[config.mk]
export PLATFORM = sky130hd
export DESIGN_NAME = mem_init_loader
export DESIGN_NICKNAME = d
export VERILOG_FILES = /design/src/rtl/mem_init_loader.sv
export SDC_FILE = /design/constraint.sdc
export NUM_CORES = 1
export LEC_CHECK = 0
export CAP_MARGIN = 5
export CORE_MARGIN = 4
export CORE_UTILIZATION = 50
export DETAILED_ROUTE_END_ITERATION = 12
export GPL_TIMING_DRIVEN = 0
export PLACE_DENSITY = 0.77
export SLEW_MARGIN = 20
export SYNTH_ARGS = -nofsm -noshare
export SYNTH_HDL_FRONTEND = slang
export SYNTH_SLANG_ARGS = --single-unit
[constraint.sdc]
create_clock -name clk -period 4.4 [get_ports clk]
set_input_delay 0.88 -clock clk [delete_from_list [all_inputs] [get_ports clk]]
set_output_delay 0.88 -clock clk [all_outputs]
set_load 0.02 [all_outputs]
[src/rtl/mem_init_loader.sv]
// Streaming loader for the instruction and data memories of a riscv core.
// A session is a sequence of segments: a header word, then 2N payload words
// written two at a time. The core is held in reset until every segment has
// been written and a short settling window has passed.
module mem_init_loader #(
  parameter int unsigned RELEASE_CYCLES = 2
) (
  input  logic        clk,
  input  logic        reset,
  input  logic        start,
  input  logic [31:0] s_data,
  input  logic        s_valid,
  output logic        s_ready,
  output logic        inst_load_en,
  output logic [8:0]  InstExMemAddress,
  output logic [31:0] InstExMemData1,
  output logic [31:0] InstExMemData2,
  output logic        data_load_en,
  output logic [8:0]  DataExMemAddress,
  output logic [31:0] DataExMemData1,
  output logic [31:0] DataExMemData2,
  output logic        core_reset,
  output logic        busy,
  output logic        done,
  output logic        error
);

  typedef enum logic [2:0] {
    StIdle, StHeader, StFirst, StSecond, StWrite, StRelease, StDone, StError
  } state_e;

  // Release counter only needs to hold RELEASE_CYCLES-1.
  localparam int unsigned CntW = (RELEASE_CYCLES > 1) ? $clog2(RELEASE_CYCLES) : 1;
  localparam logic [CntW-1:0] RelLoad =
    CntW'((RELEASE_CYCLES > 0) ? RELEASE_CYCLES - 1 : 0);

  // Status flags packed as {s_ready, busy, done, error, core_reset}.
  function automatic logic [4:0] flags_of(state_e s);
    logic [4:0] f;
    case (s)
      StIdle:                     f = 5'b00001;
      StHeader, StFirst, StSecond: f = 5'b11001;
      StWrite, StRelease:         f = 5'b01001;
      StDone:                     f = 5'b00100;
      StError:                    f = 5'b00011;
      default:                    f = 5'b00001;
    endcase
    return f;
  endfunction

  state_e          r_state;
  logic [4:0]      r_flags;
  logic            r_target;
  logic            r_last;
  logic [8:0]      r_addr;
  logic [7:0]      r_cnt;
  logic [31:0]     r_data1;
  logic [CntW-1:0] r_rel_cnt;

  logic            r_inst_en;
  logic [8:0]      r_inst_addr;
  logic [31:0]     r_inst_d1;
  logic [31:0]     r_inst_d2;
  logic            r_data_en;
  logic [8:0]      r_data_addr;
  logic [31:0]     r_data_d1;
  logic [31:0]     r_data_d2;

  logic            w_xfer;
  logic [8:0]      w_hdr_addr;
  logic [7:0]      w_hdr_cnt;
  logic [9:0]      w_hdr_end;
  logic            w_hdr_over;
  logic            w_unused_hdr;

  assign w_xfer     = s_valid & r_flags[4];
  assign w_hdr_addr = s_data[16:8];
  assign w_hdr_cnt  = s_data[7:0];
  // 10-bit sum so a segment ending exactly at 512 is distinguishable from overflow.
  assign w_hdr_end  = {1'b0, w_hdr_addr} + {1'b0, w_hdr_cnt, 1'b0};
  assign w_hdr_over = (w_hdr_end > 10'd512);
  assign w_unused_hdr = ^s_data[29:17];

  assign {s_ready, busy, done, error, core_reset} = r_flags;
  assign inst_load_en     = r_inst_en;
  assign InstExMemAddress = r_inst_addr;
  assign InstExMemData1   = r_inst_d1;
  assign InstExMemData2   = r_inst_d2;
  assign data_load_en     = r_data_en;
  assign DataExMemAddress = r_data_addr;
  assign DataExMemData1   = r_data_d1;
  assign DataExMemData2   = r_data_d2;

  // Session FSM; status flags and memory buses are registered with the state.
  always_ff @(posedge clk) begin
    if (reset) begin
      r_state     <= StIdle;
      r_flags     <= flags_of(StIdle);
      r_target    <= 1'b0;
      r_last      <= 1'b0;
      r_addr      <= '0;
      r_cnt       <= '0;
      r_data1     <= '0;
      r_rel_cnt   <= '0;
      r_inst_en   <= 1'b0;
      r_inst_addr <= '0;
      r_inst_d1   <= '0;
      r_inst_d2   <= '0;
      r_data_en   <= 1'b0;
      r_data_addr <= '0;
      r_data_d1   <= '0;
      r_data_d2   <= '0;
    end else begin
      // Strobes live for the single WRITE cycle only.
      r_inst_en <= 1'b0;
      r_data_en <= 1'b0;
      unique case (r_state)
        StIdle, StDone, StError: begin
          if (start) begin
            r_state <= StHeader;
            r_flags <= flags_of(StHeader);
          end
        end
        StHeader: begin
          if (w_xfer) begin
            r_target <= s_data[31];
            r_last   <= s_data[30];
            r_addr   <= w_hdr_addr;
            r_cnt    <= w_hdr_cnt;
            if (w_hdr_over) begin
              r_state <= StError;
              r_flags <= flags_of(StError);
            end else if (w_hdr_cnt == 8'd0) begin
              // Empty segment: either finish or wait for the next header.
              if (s_data[30]) begin
                r_state   <= StRelease;
                r_flags   <= flags_of(StRelease);
                r_rel_cnt <= RelLoad;
              end
            end else begin
              r_state <= StFirst;
              r_flags <= flags_of(StFirst);
            end
          end
        end
        StFirst: begin
          if (w_xfer) begin
            r_data1 <= s_data;
            r_state <= StSecond;
            r_flags <= flags_of(StSecond);
          end
        end
        StSecond: begin
          if (w_xfer) begin
            // Load the selected bus now so it is valid alongside the strobe.
            if (r_target) begin
              r_data_en   <= 1'b1;
              r_data_addr <= r_addr;
              r_data_d1   <= r_data1;
              r_data_d2   <= s_data;
            end else begin
              r_inst_en   <= 1'b1;
              r_inst_addr <= r_addr;
              r_inst_d1   <= r_data1;
              r_inst_d2   <= s_data;
            end
            r_state <= StWrite;
            r_flags <= flags_of(StWrite);
          end
        end
        StWrite: begin
          r_addr <= r_addr + 9'd2;
          r_cnt  <= r_cnt - 8'd1;
          if (r_cnt != 8'd1) begin
            r_state <= StFirst;
            r_flags <= flags_of(StFirst);
          end else if (r_last) begin
            r_state   <= StRelease;
            r_flags   <= flags_of(StRelease);
            r_rel_cnt <= RelLoad;
          end else begin
            r_state <= StHeader;
            r_flags <= flags_of(StHeader);
          end
        end
        StRelease: begin
          if (r_rel_cnt == '0) begin
            r_state <= StDone;
            r_flags <= flags_of(StDone);
          end else begin
            r_rel_cnt <= r_rel_cnt - 1'b1;
          end
        end
        default: begin
          r_state <= StIdle;
          r_flags <= flags_of(StIdle);
        end
      endcase
    end
  end

endmodule

=== Word level (Yosys, flattened, before mapping) ===
Index checks and enable logic that the tools add are counted.

* Add/sub/neg operators: 4
* Bitwise logic cells: 4
* Shift operators: 0
* Divide/modulo/power cells: 0
* Equal/unequal tests: 19
* Multiply operators: 0
* Reductions and logical operators: 13
* Muxes and demuxes: 36
* Magnitude comparators: 1

{| class="wikitable"
|+ Operators with widths
! operator !! number
|-
| 5-bit 2-to-1 mux || 10
|-
| 3-bit 2-to-1 mux || 10
|-
| 5-bit case mux with 6 select lines || 1
|-
| 2-bit inequality test, second input constant || 10
|-
| 3-bit case mux with 6 select lines || 1
|-
| 9-bit case mux with 2 select lines || 1
|-
| 8-bit case mux with 2 select lines || 1
|-
| 3-bit equality test, second input constant || 4
|-
| 9-bit by 9-bit adder with 10-bit output || 1
|-
| 10-bit greater-than comparator, second input constant || 1
|-
| 9-bit by 2-bit adder with 9-bit output, second input constant || 1
|-
| 1-bit 2-to-1 mux || 9
|-
| 9-bit 2-to-1 mux || 1
|-
| 8-bit logical NOT || 1
|-
| 8-bit 2-to-1 mux || 1
|-
| 8-bit by 1-bit inequality test with 1-bit output, second input constant || 1
|-
| 8-bit by 1-bit subtractor with 8-bit output, second input constant || 1
|-
| 7-bit AND reduction || 1
|-
| 3-bit by 2-bit equality test with 1-bit output, second input constant || 2
|-
| 2-bit AND reduction || 3
|-
| 3-bit AND reduction || 2
|-
| 6-bit AND reduction || 1
|-
| 3-bit OR reduction || 2
|-
| 4-bit inequality test, second input constant || 1
|-
| 8 further kinds || 10
|}

* Word-level logic and storage cells: 93
* Memories kept: 0
* Bits in writable memories: 0
* Bits in registers: 208
* Output and inout bits: 153
* Bits in read-only memories: 0
* Latch bits: 0

=== Depth between registers and ports, before layout ===
Gate-level depths: netlist of the first run.

* Depth after elaboration: 5
* Gate-level depth with buffers: 10

=== Worst setup path before layout of the first run ===
Ideal clock, no wire load.

* Kind: input-to-reg
* From: in s_data[0]
* To: reg r_flags[4]
* Data required time: 4.281 ns
* Slack: 1.316 ns
* Stages on the path: 10
* Data arrival time: 2.966 ns
* Cell sequence: ha_1 -> fa_1 -> a21o_1 -> a221o_1 -> xnor2_1 -> o2111a_2 -> o31ai_4 -> buf_6 -> nand3_1 -> o221a_1

* Word-level cells in the longest chain between the ends: 5
* Elaborated cells on any way between the ends: 9
* Classes of those cells: add/sub: 1; order compare: 1; eq/ne: 1; mux: 4; reduce/logical: 2

{| class="wikitable"
|+ Ends and longest elaborated chain
! item !! line !! text
|-
| start, declared || 11 || <nowiki>input logic [31:0] s_data,</nowiki>
|-
| 9-bit by 9-bit adder with 10-bit output or 8-bit logical NOT (tied branches) || 80, 133 ||
|-
| 10-bit greater-than comparator or 5-bit 2-to-1 mux (tied branches) || 81, 133 ||
|-
| 5-bit 2-to-1 mux || 130 || <nowiki>if (w_hdr_over) begin</nowiki>
|-
| 5-bit 2-to-1 mux || 125 || <nowiki>if (w_xfer) begin</nowiki>
|-
| 5-bit case mux with 6 select lines || 117 || <nowiki>unique case (r_state)</nowiki>
|-
| end signal, assigned || 121 || <nowiki>r_flags <= flags_of(StHeader);</nowiki>
|-
| end signal, assigned || 132 || <nowiki>r_flags <= flags_of(StError);</nowiki>
|-
| end signal, assigned || 137 || <nowiki>r_flags <= flags_of(StRelease);</nowiki>
|-
| end, declared || 52 || <nowiki>logic [4:0] r_flags;</nowiki>
|}

Parallel ways exist; a longest one is shown, timed or not. The select of a mux whose other input is x is not followed.
A chain may end at the register's enable or synchronous reset.

=== Worst setup path in the final report of the first run ===
* From: in s_data[9]
* To: reg r_flags[4]

* Word-level cells in the longest chain between the ends: 5
* Elaborated cells on any way between the ends: 7
* Classes of those cells: add/sub: 1; order compare: 1; eq/ne: 1; mux: 3; reduce/logical: 1

{| class="wikitable"
|+ Ends and longest elaborated chain
! item !! line !! text
|-
| 9-bit by 9-bit adder with 10-bit output (*) || 80 || <nowiki>assign w_hdr_end = {1'b0, w_hdr_addr} + {1'b0, w_hdr_cnt, 1'b0};</nowiki>
|-
| 10-bit greater-than comparator (*) || 81 || <nowiki>assign w_hdr_over = (w_hdr_end > 10'd512);</nowiki>
|-
| 5-bit 2-to-1 mux || 130 ||
|-
| 5-bit 2-to-1 mux || 125 ||
|-
| 5-bit case mux with 6 select lines || 117 ||
|}

Mark *: on every way between the ends. The rest lies on a longest branch, timed or not. The select of a mux whose other input is x is not followed.

==> metrics.cfg, run 1 <==
[sta]
hold_ws_ps=452
worst_slew_pin_slew_ps=1000
relSlewSlack=0.331
slew_violations=0
fin_crit_sh=0.825
skew_ps=9.02
maxClockFrequency_mhz=276
hold_viol=0
rsz0062_at_grt=false
finalSetupViolCount=0
period_needed_ps=3630
setup_slack_ps=772
final.setup.tns_ps=0

[global_routing]
grt_pass1_vias=7417
track_usage=0.274
grt_max_degree=15
grt_pass1_wl_mm=39.9
antenna_found_initial=0
overflow=0

[synthesis]
synth-adder-area-share=0.0195
syn_nets=1074
synthArstFlopShare=0
synth-compound-area-share=0.184
syn-cell-area_um2=8100
synth.area.top_cells=dfxtp_1 (51%), nand2_1 (18%), a21oi_1 (13%)
ys_seq_elements=208
synthTopCellsByCount=nand2_1 (380), dfxtp_1 (208), a21oi_1 (203)
synth_edf_count=0
synth_ff_type=dfxtp_1
synth_cell_types=68
muxShareOfSynthArea=0.00649
syn-mean-instance-area_um2=7.90
yosys.area.top_type=dfxtp_1
synth-seq-area-share=0.514
synth_most_common_cell=nand2_1
synthXorXnorAreaFrac=0.00216
synth_top_family_by_area=simple AND/OR/NAND/NOR gates
syn_inst=1026
synth_simple_gate_area_share=0.231
yosys.area.top_type_share=0.514
yosys_warnings=0

[setup_path]
endpoint_kind=register
critPathMaxStageDelay_ps=710
slowest_stage=clkdlybuf4s50_1
crit_arrival_ps=4020
worst-setup-path-type=in -> reg
startpoint_type=primary input
path_max_fanout=10
crit_chain=clkdlybuf4s50_1 > ha_1 > fa_1 > a21o_1 > a221o_1 > xnor2_1 > o2111a_2 > o31ai_4 > buf_6 > nand3_1 > o221a_1
required_ps=4790

[floorplan]
start_util=0.510
fp.dieW_um=135
core-area_um2=15900
die_h_um=135
die-area_um2=18300
placementRows=46
io_pins=189

[clock_network]
cts-buffers-inserted=22
cts-resized-gates=0
cts-root-buf=clkbuf_16
post_cts_buffers=0
clk_pin_slew_ps=60
hold_buffers=0
clkLatencyLatePin_ps=500
cts.path.max_buffers=3
numClockSinks=208
cts_tree=built
ctsHtreeMaxLevel=1

[power_and_ir_drop]
power_density_nw_per_um2=385
leakage_nw=3.65
max-vdd-ir-drop_mv=0.247

[detailed_routing]
wl_per_cell_um=17.6
vias=7955
wl_mm=25.9
drtIter0Drc=707
ant_nets=0
route.detailed.drc=0
dr.pass1.iters=5
viasPerCell=5.42

[min_path]
hold_class=reg -> reg

[finish]
post-route-util=0.694
nets=1285
antennaDiodeCount=0
stdcell_area_um2=11000
drive_gt1_frac=0.0503
area_growth_pct=36.1

[place]
dpl.hpwl_mm=18.5
place.gp.congestion=0.905
post-place-ws_ps=347
place_area_um2=10200
numPortBuffers=187

[status]
status=complete, no violations

[run]
maxCapViolations=0

routing by layer:
metal / vias up / part of all wire / global-route usage
li1: 3863 / - / -
met1: 3682 / 0.41 / 0.359
met2: 351 / 0.46 / 0.433
met3: 59 / 0.10 / 0.0758
met4: 0 / 0.037 / 0.100
met5: - / 0 / 0
worst max-delay path: cells and delay by family:
family / cells / cell delay (ps)
AOI/OAI and AO/OA: 5 / 1230
buffers and inverters: 2 / 890
xor gates and xnor gates: 1 / 130
and+or+nand+nor: 1 / 100
adders and majority gates: 2 / 790
flip-flops by register name, indices dropped and copies added, names as in the netlist:
name and cells:
DataExMemAddress 9, DataExMemData1 32, DataExMemData2 32, InstExMemAddress 9
InstExMemData1 32, InstExMemData2 32, data_load_en 1, inst_load_en 1
r_addr 9, r_cnt 8, r_data1 32, r_flags 5
r_last 1, r_rel_cnt 1, r_state 3, r_target 1
placed cells by master (no fill, tap or decap), drive strengths merged, types with 3 or more instances in the layout:
cell type      count
o21ai             13
nand4              5
clkdlybuf4s50    187
a21boi             3
mux2i              3
a31oi              5
a21oi            204
nor3               6
buf                5
nand2b             5
nor2b              4
nand2            380
bufinv             3
o221a              3
nand3             11
clkbuf            95
ha                11
inv               11
nor2              23
or4                4
nor4               5
and3               4
a221oi             4
clkinv             6
dfxtp            208
a21o               3
path summary, 6_finish.rpt:
| kind | cells after the start | slack [ps] | to | from |
|---|---|---|---|---|
| max reg2reg | 7 | 1840 | DataExMemData2[1]$_SDFFE_PP0P_ | r_flags[4]$_SDFFE_PP0P_ |
| max | 11 | 770 | r_flags[4]$_SDFFE_PP0P_ | s_data[9] |
| min reg2reg | 2 | 450 | InstExMemData2[25]$_SDFFE_PP0P_ | InstExMemData2[25]$_SDFFE_PP0P_ |
| min | 2 | 450 | InstExMemData2[25]$_SDFFE_PP0P_ | InstExMemData2[25]$_SDFFE_PP0P_ |
cell type report:
type	instances	area [µm²]
Inverter	11	41.3
Fill cell	1359	4850
Timing Repair Buffer	187	1870
Clock inverter	9	139
Buffer	70	312
Tap cell	216	270
Multi-Input combinational cell	737	3590
Clock buffer	30	641
Sequential cell	208	4160
cells by family (layout without fill, tap and decap cells):
family,after synthesis,after routing
AND/OR/NAND/NOR,457,457
AO/OA/AOI/OAI,261,261
flip-flops,208,208
buffers and inverters,81,307
adder cells (fa/ha/maj),12,12
multiplexers,5,5
XOR/XNOR,2,2
per-stage QoR:
stage          total power, W  instances
2_1_floorplan         0.00218       1026
3_3_place_gp          0.00232       1429
3_5_place_dp          0.00232       1429
4_1_cts               0.00425       1468
5_1_grt               0.00437       1468
6_report              0.00425       1468
report_power, final:
group	total (W)	internal (W)	switching (W)
clock	0.00196	0.00120	0.000755
combinational	0.000361	0.000140	0.000221
sequential	0.00193	0.00191	0.0000245
total	0.00425	0.00325	0.00100
Power figures use the tool's default switching activity.
==> run 2: changes to the inputs <==
--- a/config.mk
+++ b/config.mk
@@ -7,10 +7,10 @@
 export LEC_CHECK = 0
 export CAP_MARGIN = 5
 export CORE_MARGIN = 4
-export CORE_UTILIZATION = 50
+export CORE_UTILIZATION = 45
 export DETAILED_ROUTE_END_ITERATION = 12
 export GPL_TIMING_DRIVEN = 0
-export PLACE_DENSITY = 0.77
+export PLACE_DENSITY = 0.73
 export SLEW_MARGIN = 20
 export SYNTH_ARGS = -nofsm -noshare
 export SYNTH_HDL_FRONTEND = slang
==> constraint.sdc (replaced) <==
create_clock -name clk -period 2.9 [get_ports clk]
set_input_delay 0.58 -clock clk [delete_from_list [all_inputs] [get_ports clk]]
set_output_delay 0.58 -clock clk [all_outputs]
set_load 0.02 [all_outputs]
==> run 2 against run 1 <==
  * Via count shrank 0.47%
  * Hold slack lost 69 ps
  * Clock-buffer cell count increased by 5
  * Clock power is 41% higher
  * Largest power group is now registers
==> metrics.cfg, run 2 (synthesis gave the netlist of run 1 again) <==
[setup_path]
crit_arrival_ps=3210  ; -810 ps
required_ps=3310  ; -1480 ps
critPathMaxStageDelay_ps=410  ; -300 ps
crit_chain=dlygate4sd2_1 > ha_1 > fa_1 > a21o_1 > a221o_1 > xnor2_1 > o2111a_2 > o31ai_4 > buf_6 > nand3_1 > o221a_1
startpoint_type=primary input
worst-setup-path-type=in -> reg
path_max_fanout=6  ; -4
slowest_stage=fa_1
endpoint_kind=register
r2r_slack_ps=450  ; -1390 ps

[floorplan]
core-area_um2=17500  ; +10%
start_util=0.464  ; -0.0465
die_h_um=142  ; +5.1%
die-area_um2=20200  ; +10%
fp.dieW_um=142  ; +5.1%
io_pins=189  ; unchanged
placementRows=48  ; +4.3%

[clock_network]
numClockSinks=208  ; unchanged
hold_buffers=0  ; unchanged
cts-buffers-inserted=23  ; +4.5%
clkLatencyLatePin_ps=510  ; about the same
ctsHtreeMaxLevel=1  ; unchanged
post_cts_buffers=0  ; unchanged
cts-root-buf=clkbuf_16
cts.path.max_buffers=3  ; unchanged
clk_pin_slew_ps=60  ; about the same
cts_tree=built

[finish]
seqCellArea_um2=4160  ; unchanged
nets=1287  ; +0.16%
post-route-util=0.627  ; -0.0671
drive_gt1_frac=0.0526  ; +0.00227
num-fill-cells=1542  ; +13%
mostFrequentLayoutCells=nand2_1 (380), dfxtp_1 (208), a21oi_1 (203), clkdlybuf4s50_1 (171), clkbuf_1 (69)
final_common_cell=nand2_1
multi_input_area_um2=3600  ; +0.10%
antennaDiodeCount=0  ; unchanged
stdcell_area_um2=11000  ; -0.61%
area_growth_pct=35.3

[global_routing]
grt_pass1_vias=7488  ; +0.96%
overflow=0  ; unchanged
track_usage=0.250  ; -0.0232
grt_max_degree=14  ; -1
antenna_found_initial=0  ; unchanged
grt_pass1_wl_mm=40.3  ; +1.1%

[sta]
hold_ws_ps=383  ; -68.6 ps
skew_ps=17.0  ; +7.95 ps
worst_slew_pin_slew_ps=1000  ; -0.404 ps
period_needed_ps=2800
hold_viol=0  ; unchanged
fin_crit_sh=0.966
rsz0062_at_grt=false
finalSetupViolCount=0  ; unchanged
maxClockFrequency_mhz=357
relSlewSlack=0.327  ; -0.00342
slew_violations=0  ; unchanged

[detailed_routing]
viasPerCell=5.35  ; -1.3%
route.detailed.drc=0  ; unchanged
drtIter0Drc=769  ; +8.8%
wl_per_cell_um=17.8  ; +0.84%
vias=7918  ; -0.47%
wl_mm=26.3  ; +1.7%
ant_nets=0  ; unchanged
dr.pass1.iters=8  ; +3

[place]
place_area_um2=10300  ; +0.11%
numPortBuffers=187  ; unchanged
dpl.hpwl_mm=18.9  ; +1.9%
place.gp.congestion=0.944  ; +4.3%

[power_and_ir_drop]
leakage_nw=3.63  ; -0.51%
total_power_w=0.00624  ; +47%
max-vdd-ir-drop_mv=0.472  ; +91%
power_density_nw_per_um2=570  ; +48%

[run]
maxCapViolations=0  ; unchanged

[min_path]
hold_class=in -> reg

[status]
status=complete, no violations

-- run 2: cell types whose count changed in the layout (fill, tap and decap cells not counted), sizes merged, moves of 3 or more --
cell | previous run | this run
dlygate4sd2 | 0 | 13
bufinv | 3 | 0
clkinv | 6 | 2
clkinvlp | 0 | 3
clkbuf | 95 | 102
clkdlybuf4s50 | 187 | 171
-- run 2: final timing paths --
path	start	end	cells after the start
setup / recovery	s_data[0]	r_flags[4]$_SDFFE_PP0P_	11
hold / removal	reset	r_state[0]$_SDFFE_PP0P_	4
setup reg to reg	r_state[2]$_SDFFE_PP0P_	InstExMemData1[9]$_SDFFE_PP0P_	7
hold reg to reg	InstExMemData2[25]$_SDFFE_PP0P_	InstExMemData2[25]$_SDFFE_PP0P_	2
-- run 2: final cells by class --
cell class                 instances  share of cell area
tap                              225              0.0257
buffer                            70              0.0284
sequential                       208               0.380
clock buffer                      35              0.0612
multi-input combinational        737               0.328
clock inverter                     6             0.00411
inverter                          11             0.00377
timing repair buffer             188               0.169
-- run 2: repair_timing --
item	4_1_cts	5_1_grt
pin swaps	0	1
endpoints found under the hold margin	0	0
setup endpoints to repair	8	65
cloned	0	1
gates resized for setup	16	8
-- run 2: report_power, final --
part,switching [W],internal [W]
Clock,0.00117,0.00160
Combinational,0.000339,0.000208
Sequential,0.0000390,0.00289
Total,0.00154,0.00470
-- run 2: critical path, delay by kind of cell --
family | cells | cell delay, ps
xor+xnor | 1 | 140
buf+inv | 2 | 510
simple gates | 1 | 90
fa+ha+maj | 2 | 680
compound gates | 5 | 1220
-- run 2: stage by stage --
| stage | worst slack (ps) | setup TNS, ps | instances |
|---|---|---|---|
| after global placement | -815 | -29510 | 1438 |
| after global routing | 2.32 | 0 | 1480 |
| final | 97.9 | 0 | 1480 |
| after detailed placement | -809 | -39390 | 1438 |
| after floorplan | 116 | 0 | 1026 |
| after CTS | 20.4 | 0 | 1479 |
-- run 2: metal layers --
metal / part of all wire / up-vias / wire length [µm] / track usage
li1: - / 3867 / - / -
met1: 0.43 / 3645 / 11300 / 0.331
met2: 0.44 / 327 / 11600 / 0.392
met3: 0.087 / 79 / 2280 / 0.0595
met4: 0.044 / 0 / 1150 / 0.110
met5: 0 / - / 0 / 0
==> RTL edit: new RTL, settings of run 1 <==
Re-encode `state_e` (8 states) as Gray code, 3 bits wide.
--- a/src/rtl/mem_init_loader.sv
+++ b/src/rtl/mem_init_loader.sv
@@ -26,7 +26,7 @@
 );
 
   typedef enum logic [2:0] {
-    StIdle, StHeader, StFirst, StSecond, StWrite, StRelease, StDone, StError
+    StIdle = 3'b000, StHeader = 3'b001, StFirst = 3'b011, StSecond = 3'b010, StWrite = 3'b110, StRelease = 3'b111, StDone = 3'b101, StError = 3'b100
   } state_e;
 
   // Release counter only needs to hold RELEASE_CYCLES-1.
Check against the original RTL: no difference found for any inputs over 4 cycles, from zero or initial values and one cycle with reset high; so few cycles prove little.
==> RTL edit against run 1 <==
Total power down 0.53%. Setup slack lost 0.18 ns. Routed wire length fell by 1.0%. Clock power increased by 2%. Area after synthesis shrank 1.2%. Sequential cell count is the same. Design area shrank 0.84%. Global-route usage grew 0.068 points. Highest routed layer unchanged.
==> RTL edit: results (changes against run 1) <==
| Metric | Value |
|---|---|
| Int Pwr | `3260 uW (+0.29%)` |
| Crit Path Max Fanout | `5 (-5)` |
| Layout fillers | `1313 (-3.4%)` |
| Largest stage delay, worst path | `0.65 ns (-0.06 ns)` |
| Top area cells in the synthesized netlist | `dfxtp_1 (52%), nand2_1 (18%), a21oi_1 (13%), clkbuf_1 (3.0%), ha_1 (1.7%)` |
| Leak | `0.00358 uW (-2.0%)` |
| Slew @ Worst Pin | `1.18 ns (+0.176 ns)` |
| Seq/Total Area, Yosys | `0.520 (+0.00610)` |
| Hold Crit Class | `flop to flop` |
| Dpl ws | `0.162 ns (-0.185 ns)` |
| Area of the core | `15400 sq um (-2.9%)` |
| Status | `completed` |
| Final Skew | `0.0180 ns (+0.00902 ns)` |
| Vias in the first global route | `7379 (-0.51%)` |
| Final HPWL DP | `18.4 mm (-0.46%)` |
| WL final | `25.6 mm (-1.0%)` |
| Top post-synthesis cells by count | `nand2_1 (375), a21oi_1 (210), dfxtp_1 (208)` |
| Layout cell share with drive strength beyond 1 | `0.0407 (-0.00965)` |
| Initial antenna violation count | `0 (unchanged)` |
| First-pass GRT wire length | `39.7 mm (-0.55%)` |
| Yosys warning count | `0 (unchanged)` |
| Number of library cell types mapped by synthesis | `60 (-12%)` |
| GRT Total Usage | `0.274 (+0.000680)` |
| Via Count | `7991 (+0.45%)` |
| Peak supply drop | `0.313 mV (+27%)` |
| FF-to-FF path depth | `7 (unchanged)` |
| Nets@finish | `1286 (+0.078%)` |
| CP arrival | `4.19 ns (+0.17 ns)` |
| Largest net degree at the start of global routing | `14 (-1)` |
| CTS buffer count | `23 (+4.5%)` |
| RD Place Congestion | `0.934 (+3.3%)` |
| 1st-iter DRT viols | `645 (-8.8%)` |
-- RTL edit: worst max-delay path: cells and delay by family --
family	cells	cell delay (ns)
buffers and inverters	1	0.65
adder cells (fa/ha/maj)	2	0.74
AND/OR/NAND/NOR	2	0.48
AO/OA/AOI/OAI	5	1.44
-- RTL edit: final cells by class --
cell class,instances,area (sq um),area share
sequential,208,4160,0.381
buffer,67,280,0.0256
clock inverter,7,118,0.0108
inverter,7,26.3,0.00240
multi-input combinational,744,3540,0.323
tap,211,264,0.0241
clock buffer,34,677,0.0619
timing repair buffer,187,1870,0.171
-- RTL edit: layer usage --
layer	vias up	wire length [um]	track usage
li1	3866	-	-
met5	-	0	0
met4	0	961	0.101
met1	3722	10700	0.368
met3	60	2710	0.0768
met2	343	11300	0.423
-- RTL edit: cell families (layout without fill, tap and decap cells) --
family,Yosys count,in the layout,share of synthesized area
DFF,208,208,0.520
muxes,1,1,0.00125
AOI/OAI and AO/OA,267,267,0.187
xor gates and xnor gates,2,2,0.00219
and+or+nand+nor,462,462,0.232
adders and majority gates,12,12,0.0197
buffers and inverters,74,302,0.0383
-- RTL edit: power groups by stage --
stage                     logic (uW)  clock network [uW]  registers, uW
after floorplan                  172                   0           1960
after global placement           301                   0           1960
after detailed placement         302                   0           1960
after CTS                        304                2010           1920
after global routing             336                2100           1920
final                            309                2000           1920
-- RTL edit: path summary, 6_finish.rpt --
path                           start                 end  slack, ns
hold reg to reg   InstExMemData2[14]  InstExMemData2[14]       0.45
setup reg to reg          r_flags[4]   InstExMemData1[4]       1.68
hold / removal    InstExMemData2[14]  InstExMemData2[14]       0.45
setup / recovery           s_data[9]          r_state[2]       0.59
-- RTL edit: through the flow --
| step | hold slack, ns | cells | area (sq um) | power (uW) | utilization |
|---|---|---|---|---|---|
| 3_5_place_dp | 0.446 | 1424 | 10100 | 2260 | 0.658 |
| 3_3_place_gp | 0.441 | 1424 | 10100 | 2260 | 0.658 |
| 6_report | 0.452 | 1465 | 10900 | 4220 | 0.709 |
| 5_1_grt | 0.470 | 1465 | 10900 | 4360 | 0.709 |
| 2_1_floorplan | 0.436 | 1026 | 8010 | 2140 | - |
| 4_1_cts | 0.454 | 1465 | 10900 | 4240 | 0.709 |
